<file path="config.mk">
export PLATFORM = sky130hd
export DESIGN_NAME = seg_bus_capture
export DESIGN_NICKNAME = d
export VERILOG_FILES = /design/src/rtl/seg_bus_capture.sv
export SDC_FILE = /design/constraint.sdc
export NUM_CORES = 1
export LEC_CHECK = 0
export BUFFER_PORTS_ARGS = -buffer_cell sky130_fd_sc_hd__buf_2
export CAP_MARGIN = 20
export CORE_MARGIN = 2
export CORE_UTILIZATION = 59
export DETAILED_ROUTE_END_ITERATION = 6
export PLACE_DENSITY_LB_ADDON = 0.08
export RECOVER_POWER = 25
export SYNTH_ARGS = -nofsm -noshare
export SYNTH_HDL_FRONTEND = slang
export SYNTH_SLANG_ARGS = --single-unit
</file>
<file path="constraint.sdc">
create_clock -name clk -period 3 [get_ports clk]
set_input_delay 0.3 -clock clk [delete_from_list [all_inputs] [get_ports clk]]
set_output_delay 0.3 -clock clk [all_outputs]
set_load 0.05 [all_outputs]
</file>
<file path="src/rtl/seg_bus_capture.sv">
// Captures a multiplexed active-low 4-digit 7-segment display bus and reassembles
// the digits into a 16-bit value, with per-digit illegal-pattern flags and a stale timeout.
module seg_bus_capture #(
    parameter int STABLE_CYC  = 4,
    parameter int TIMEOUT_CYC = 65536
) (
    input  logic        clk,
    input  logic        rst_n,
    input  logic [3:0]  an,
    input  logic [6:0]  seg,
    input  logic        clr_err,
    output logic [15:0] value,
    output logic        frame_valid,
    output logic [3:0]  digit_err,
    output logic        stale
);

    localparam int              TW        = $clog2(TIMEOUT_CYC + 1);
    localparam logic [TW-1:0]   TO_MAX    = TW'(TIMEOUT_CYC);
    localparam logic [7:0]      STABLE_M1 = 8'(STABLE_CYC - 1);

    typedef enum logic [1:0] {S_IDLE, S_SETTLE, S_HOLD} state_e;

    // Returns {legal, nibble}; blank (all segments off) decodes as F.
    function automatic logic [4:0] seg_decode(input logic [6:0] s);
        case (s)
            7'b0000001: seg_decode = 5'h10;
            7'b1001111: seg_decode = 5'h11;
            7'b0010010: seg_decode = 5'h12;
            7'b0000110: seg_decode = 5'h13;
            7'b1001100: seg_decode = 5'h14;
            7'b0100100: seg_decode = 5'h15;
            7'b0100000: seg_decode = 5'h16;
            7'b0001111: seg_decode = 5'h17;
            7'b0000000: seg_decode = 5'h18;
            7'b0000100: seg_decode = 5'h19;
            7'b0001000: seg_decode = 5'h1A;
            7'b1100000: seg_decode = 5'h1B;
            7'b0110001: seg_decode = 5'h1C;
            7'b1000010: seg_decode = 5'h1D;
            7'b0110000: seg_decode = 5'h1E;
            7'b1111111: seg_decode = 5'h1F;
            default:    seg_decode = 5'h00;
        endcase
    endfunction

    function automatic logic is_onehot_low(input logic [3:0] a);
        case (a)
            4'b1110, 4'b1101, 4'b1011, 4'b0111: is_onehot_low = 1'b1;
            default:                            is_onehot_low = 1'b0;
        endcase
    endfunction

    logic [3:0]    an_meta_q, an_sync_q;
    logic [6:0]    seg_meta_q, seg_sync_q;
    logic [10:0]   prev_q;
    state_e        state_q, state_d;
    logic [7:0]    cnt_q, cnt_d;
    logic [15:0]   nib_q, nib_d;
    logic [3:0]    mask_q, mask_d;
    logic [15:0]   value_q, value_d;
    logic          fv_q, fv_d;
    logic [3:0]    err_q, err_d;
    logic [TW-1:0] to_q, to_d;

    logic [10:0] sample;
    logic        changed;
    logic        onehot;
    logic        capture;
    logic [4:0]  dec;
    logic [3:0]  cap_sel;
    logic [3:0]  good_cap;
    logic [3:0]  bad_cap;
    logic        frame_done;

    always_comb begin
        sample   = {an_sync_q, seg_sync_q};
        changed  = (sample != prev_q);
        onehot   = is_onehot_low(an_sync_q);
        state_d  = state_q;
        cnt_d    = cnt_q;
        capture  = 1'b0;

        case (state_q)
            S_IDLE: begin
                if (onehot) begin
                    state_d = S_SETTLE;
                    cnt_d   = 8'd1;
                end else begin
                    cnt_d   = 8'd0;
                end
            end
            S_SETTLE: begin
                if (changed) begin
                    if (onehot) begin
                        cnt_d   = 8'd1;
                    end else begin
                        state_d = S_IDLE;
                        cnt_d   = 8'd0;
                    end
                end else if (cnt_q == STABLE_M1) begin
                    // This sample is the STABLE_CYC-th identical one.
                    state_d = S_HOLD;
                    capture = 1'b1;
                end else begin
                    cnt_d   = cnt_q + 8'd1;
                end
            end
            S_HOLD: begin
                if (changed) begin
                    if (onehot) begin
                        state_d = S_SETTLE;
                        cnt_d   = 8'd1;
                    end else begin
                        state_d = S_IDLE;
                        cnt_d   = 8'd0;
                    end
                end
            end
            default: begin
                state_d = S_IDLE;
                cnt_d   = 8'd0;
            end
        endcase
    end

    always_comb begin
        dec        = seg_decode(seg_sync_q);
        cap_sel    = ~an_sync_q & {4{capture}};
        good_cap   = cap_sel & {4{dec[4]}};
        bad_cap    = cap_sel & {4{~dec[4]}};
        frame_done = (mask_q == 4'hF);

        nib_d = nib_q;
        for (int i = 0; i < 4; i++) begin
            if (good_cap[i]) begin
                nib_d[4*i +: 4] = dec[3:0];
            end
        end

        // A capture on the frame-completion edge starts the next frame.
        mask_d  = (frame_done ? 4'h0 : mask_q) | good_cap;
        value_d = frame_done ? nib_q : value_q;
        fv_d    = frame_done;
        err_d   = (clr_err ? 4'h0 : err_q) | bad_cap;

        if (frame_done) begin
            to_d = '0;
        end else if (to_q == TO_MAX) begin
            to_d = to_q;
        end else begin
            to_d = to_q + TW'(1);
        end
    end

    always_ff @(posedge clk or negedge rst_n) begin
        if (!rst_n) begin
            an_meta_q  <= 4'hF;
            an_sync_q  <= 4'hF;
            seg_meta_q <= 7'h7F;
            seg_sync_q <= 7'h7F;
            prev_q     <= 11'h7FF;
            state_q    <= S_IDLE;
            cnt_q      <= 8'd0;
            nib_q      <= 16'h0000;
            mask_q     <= 4'h0;
            value_q    <= 16'h0000;
            fv_q       <= 1'b0;
            err_q      <= 4'h0;
            to_q       <= '0;
        end else begin
            an_meta_q  <= an;
            an_sync_q  <= an_meta_q;
            seg_meta_q <= seg;
            seg_sync_q <= seg_meta_q;
            prev_q     <= sample;
            state_q    <= state_d;
            cnt_q      <= cnt_d;
            nib_q      <= nib_d;
            mask_q     <= mask_d;
            value_q    <= value_d;
            fv_q       <= fv_d;
            err_q      <= err_d;
            to_q       <= to_d;
        end
    end

    assign value       = value_q;
    assign frame_valid = fv_q;
    assign digit_err   = err_q;
    assign stale       = (to_q == TO_MAX);

endmodule

</file>
Word level (Yosys, flattened, before mapping)
Cells that the tools add are included.
{"block": "word_totals", "register_bits": 101, "latchBits": 0, "ram_bits": 0, "romBits": 0, "inputBits": 14, "out_inout_bits": 22, "wordCells": 82, "mem_count": 0}
{"block": "op_classes", "n_addsub": 2, "multipliers": 0, "div": 0, "magnitude_cmp": 0, "eq_ne": 31, "shifts": 0, "muxes": 21, "bitwise": 7, "reduce_logical": 5}
{"operator": "5-bit case mux with 16 select lines", "n": 1}
{"operator": "7-bit == test, second input constant", "n": 5}
{"operator": "17-bit 2-to-1 mux", "n": 2}
{"operator": "7-bit by 6-bit == test with 1-bit output, second input constant", "n": 4}
{"operator": "8-bit 2-to-1 mux", "n": 3}
{"operator": "8-bit case mux with 3 select lines", "n": 1}
{"operator": "17-bit by 1-bit adder with 17-bit output, second input constant", "n": 1}
{"operator": "17-bit == test, second input constant", "n": 1}
{"operator": "4-bit == test, second input constant", "n": 4}
{"operator": "7-bit by 3-bit == test with 1-bit output, second input constant", "n": 2}
{"operator": "7-bit by 4-bit == test with 1-bit output, second input constant", "n": 2}
{"operator": "4-bit AND", "n": 3}
{"operator": "11-bit != test", "n": 1}
{"operator": "2-bit 2-to-1 mux", "n": 5}
{"operator": "3-bit != test, second input constant", "n": 3}
{"operator": "8-bit by 1-bit adder with 8-bit output, second input constant", "n": 1}
{"operator": "8-bit by 2-bit == test with 1-bit output, second input constant", "n": 1}
{"operator": "4-bit 2-to-1 mux", "n": 2}
{"operator": "4-bit bitwise OR", "n": 2}
{"operator": "7-bit by 1-bit == test with 1-bit output, second input constant", "n": 1}
{"operator": "7-bit by 5-bit == test with 1-bit output, second input constant", "n": 1}
{"operator": "7-bit zero test", "n": 1}
{"operator": "1-bit 2-to-1 mux", "n": 6}
{"operator": "2-bit case mux with 3 select lines", "n": 1}
{"operator": "other kinds (11)", "n": 12}

Depth between registers and ports, before layout
{"block": "depth", "word_depth": 7, "ltp_mapped": 9, "ltp_nobuf": 8}

Least setup slack after synthesis
OpenSTA, ideal clock, no wires.
{"block": "synth_path", "kind": "register to register", "startpoint": "register an_sync_q[3]", "endpoint": "register nib_q[9]", "setup_time_ns": 0.125, "arrival_ns": 2.597, "required_ns": 2.875, "setup_slack_ns": 0.278, "stages_incl_launch_ff": 10, "path_buffers": 3, "synth_period_minus_slack_ns": 2.722, "path_cell_list": "dfstp_2 > clkbuf_1 > xor2_1 > nor4_1 > and3_1 > clkbuf_1 > nand3_1 > clkbuf_1 > or3_4 > mux2_4"}
{"block": "synth_via", "elab_chain_cells": 5}
{"element": "start, declared", "line_no": "54", "source": "logic [3:0] an_meta_q, an_sync_q;"}
{"element": "start signal, assigned", "line_no": "173", "source": "an_sync_q <= an_meta_q;"}
{"element": "11-bit != test", "line_no": "78", "source": "changed = (sample != prev_q);"}
{"element": "1-bit 2-to-1 mux", "line_no": "94", "source": "if (changed) begin"}
{"element": "1-bit 2-to-1 mux", "line_no": "84", "source": "case (state_q)"}
{"element": "4-bit AND", "line_no": "129", "source": "cap_sel = ~an_sync_q & {4{capture}};"}
{"element": "4-bit AND", "line_no": "130", "source": "good_cap = cap_sel & {4{dec[4]}};"}
{"element": "end signal, assigned", "line_no": "179", "source": "nib_q <= nib_d;"}
{"element": "end, declared", "line_no": "59", "source": "logic [15:0] nib_q, nib_d;"}
Every way passes these cells.
A chain may end at the register's enable or synchronous reset.

Worst setup path in the final report
{"block": "layout_path", "startpoint": "register seg_sync_q[3]", "endpoint": "register nib_q[13]"}
{"block": "layout_via", "elab_chain_cells": 5}
{"element": "start, declared", "line_no": "55", "source": "logic [6:0] seg_meta_q, seg_sync_q;"}
{"element": "start signal, assigned", "line_no": "175", "source": "seg_sync_q <= seg_meta_q;"}
{"element": "11-bit != test", "line_no": "78"}
{"element": "1-bit 2-to-1 mux", "line_no": "94"}
{"element": "1-bit 2-to-1 mux", "line_no": "84"}
{"element": "4-bit AND", "line_no": "129"}
{"element": "4-bit AND", "line_no": "130"}
Parallel ways exist; a longest one is shown, timed or not.

==> reports/metrics.cfg <==
[power_and_ir_drop]
p_per_area_nw_per_um2=489
irDropWorstVdd_mv=0.392
p_leak_nw=2.22
finalPower_w=0.00237

[clocking]
cts_made_buffers=9
cts.sinks=101
holdBufCountCts=0
cts_resized=0
cts_buffer_depth=2
cts_tree=done
clk_pin_slew_ns=0.09
h-tree-depth=3
post-cts-setup-buffers=0
clk_latency_ns=0.37
cts_root_buf=clkbuf_8

[min_path]
min_from=seg[4]
hp-class=primary input to flip-flop
holdPathStages=1
holdPathEnd=seg_meta_q[4]$_DFF_PN1_

[run_status]
violations=capacitance limit, slew limit
status=finished, violations left

[drt]
drc=0
via_per_inst=5.61
routedWlPerCell_um=14.5
first_pass_iters=4
routed-via-count=3108
routed_wirelength_um=8030
drtIter0Drc=136
antenna_violating_nets_post_route=0

[placement]
place_hpwl_um=5500
place_ws_ns=0.350
dp_cells=538
gp_congestion=0.886
place_area_um2=4660
port_buffers=35

[grt]
grt_pass1_vias=2919
grt_pass1_wl_um=13800
grt_overflow=0
grt_use_total=0.209
grt_max_degree=77
grt_antenna_before_repair=0

[layout]
finalInstanceArea_um2=4860
final_nets=467
fillers=606
seqCellArea_um2=2570
fin_cells=554
multiInputGateArea_um2=1650
layout_common_cells=dfrtp_1, nand2_1, buf_2
num_antenna_cells=0
drive_gt1_frac=0.204
syn2layout_area_growth_pct=10.5
final_common_cell=dfrtp_1

[setup_path]
crit_start=seg_sync_q[3]$_DFF_PN1_
startpoint_type=flip-flop
end_kind=flip-flop
critPathMaxFanout=16
worstReg2RegStart=seg_sync_q[3]$_DFF_PN1_
arrival_ns=3.01
rr_endpoint=nib_q[13]$_DFFE_PN0P_
r2r_cells=6
crit_type=flip-flop to flip-flop
r2r_slack_ns=0.24
cp.required_ns=3.25

[yosys]
synth-seq-area-share=0.584
synth_edf_count=0
async_flop_share=1.00
synthCells=418
synth_area_per_cell_um2=10.5
ys_warn_count=0
yosys_register_bits=101
synth.area.top_cells=dfrtp_1, dfstp_2, nand2_1, xor2_1, o21ai_0
synth_top_area_frac=0.387
synth_nets=435
ys_types=51
ys.flop_type=dfrtp_1
syn_area_um2=4400
yosysTopAreaCell=dfrtp_1

[floorplan]
rows=31
io_pins=36
fp.coreArea_um2=7210
die_area_um2=8160
initial_utilization=0.609
die_h_um=90.3
die_w_um=90.3

[timing]
rsz0062_at_grt=no
fmax_mhz=363
finalSetupTns_ns=0
finalHoldViolCount=0
tightest_slew_ns=1.78
period_share=0.919
layout_min_cycle_time_ns=2.76
final-setup-viol-count=0
worst_slack_ns=0.244
slew_viol_final=77
slew_headroom=-0.187
finalClockSkew_ns=0.0214

[flow_run]
maxCapViolations=1

stage by stage:
step / util / hold WS [ns]
final: 0.673 / 0.0276
after global routing: 0.673 / 0.00618
after CTS: 0.673 / 0.0219
after detailed placement: 0.646 / 0.347
after global placement: 0.646 / 0.345
after floorplan: - / 0.00441
Yosys cell counts (all sizes together), types with 2 or more instances:
| library cell | number |
|---|---|
| xnor2 | 4 |
| dfstp | 33 |
| nor3b | 5 |
| nand2 | 56 |
| o2bb2ai | 4 |
| and4 | 2 |
| dfrtp | 68 |
| a21oi | 19 |
| o21ai | 28 |
| o22ai | 4 |
| nor2 | 23 |
| buf | 4 |
| ha | 3 |
| mux2 | 4 |
| nor3 | 8 |
| or3 | 9 |
| xor2 | 24 |
| o31a | 8 |
| o21a | 3 |
| inv | 22 |
| nor4 | 6 |
| nor4b | 5 |
| clkbuf | 17 |
| nand3 | 13 |
| nand4 | 12 |
| or2 | 2 |
| nor2b | 6 |
| and3 | 7 |
| a211oi | 2 |
logic make-up after synthesis:
group / after synthesis / share of synthesized area
fa+ha+maj: 4 / 0.0108
mux: 5 / 0.0134
flops: 101 / 0.584
simple gates: 161 / 0.190
buf+inv: 44 / 0.0396
compound gates: 75 / 0.106
xor+xnor: 28 / 0.0558
power breakdown:
| group | total (W) | switching (W) | internal [W] |
|---|---|---|---|
| combinational | 0.0000848 | 0.0000529 | 0.0000319 |
| clock | 0.000849 | 0.000460 | 0.000389 |
| sequential | 0.00144 | 0.0000377 | 0.00140 |
| total | 0.00237 | 0.000551 | 0.00182 |
cell type report:
cell class | instances | area share
Inverter | 23 | 0.0178
Sequential cell | 101 | 0.529
Tap cell | 99 | 0.0255
Clock inverter | 7 | 0.0149
Clock buffer | 9 | 0.0255
Multi-Input combinational cell | 273 | 0.340
Timing Repair Buffer | 42 | 0.0469
worst max-delay path, cell delays in order (launching register included):
cell and delay, ns:
dfstp_1 0.52, or4_4 0.59, or4b_1 0.48, o311a_1 0.15
and3_4 0.21, or3_1 0.40, mux2_2 0.29
worst max path at each step:
stage                                        to  slack, ns  cells after the start
after global placement     nib_q[9]$_DFFE_PN0P_       0.39                      6
after CTS                 nib_q[13]$_DFFE_PN0P_       0.34                      6
after global routing      nib_q[11]$_DFFE_PN0P_       0.12                      6
after floorplan            nib_q[9]$_DFFE_PN0P_       0.28                      9
after detailed placement   nib_q[9]$_DFFE_PN0P_       0.35                      6
final                     nib_q[13]$_DFFE_PN0P_       0.24                      6
state kept, by name, indices dropped and copies added (netlist names):
signal / cells
an_meta_q: 4
an_sync_q: 4
cnt_q: 8
digit_err: 4
frame_valid: 1
mask_q: 4
nib_q: 16
prev_q: 11
seg_meta_q: 7
seg_sync_q: 7
state_q: 2
to_q: 17
value: 16
per-layer routing:
| layer | GRT usage | wire [µm] |
|---|---|---|
| met4 | 0.0692 | 92 |
| met3 | 0.0334 | 253 |
| met5 | 0 | 0 |
| met1 | 0.300 | 3830 |
| met2 | 0.328 | 3850 |
(Power assumes the default switching activity.)
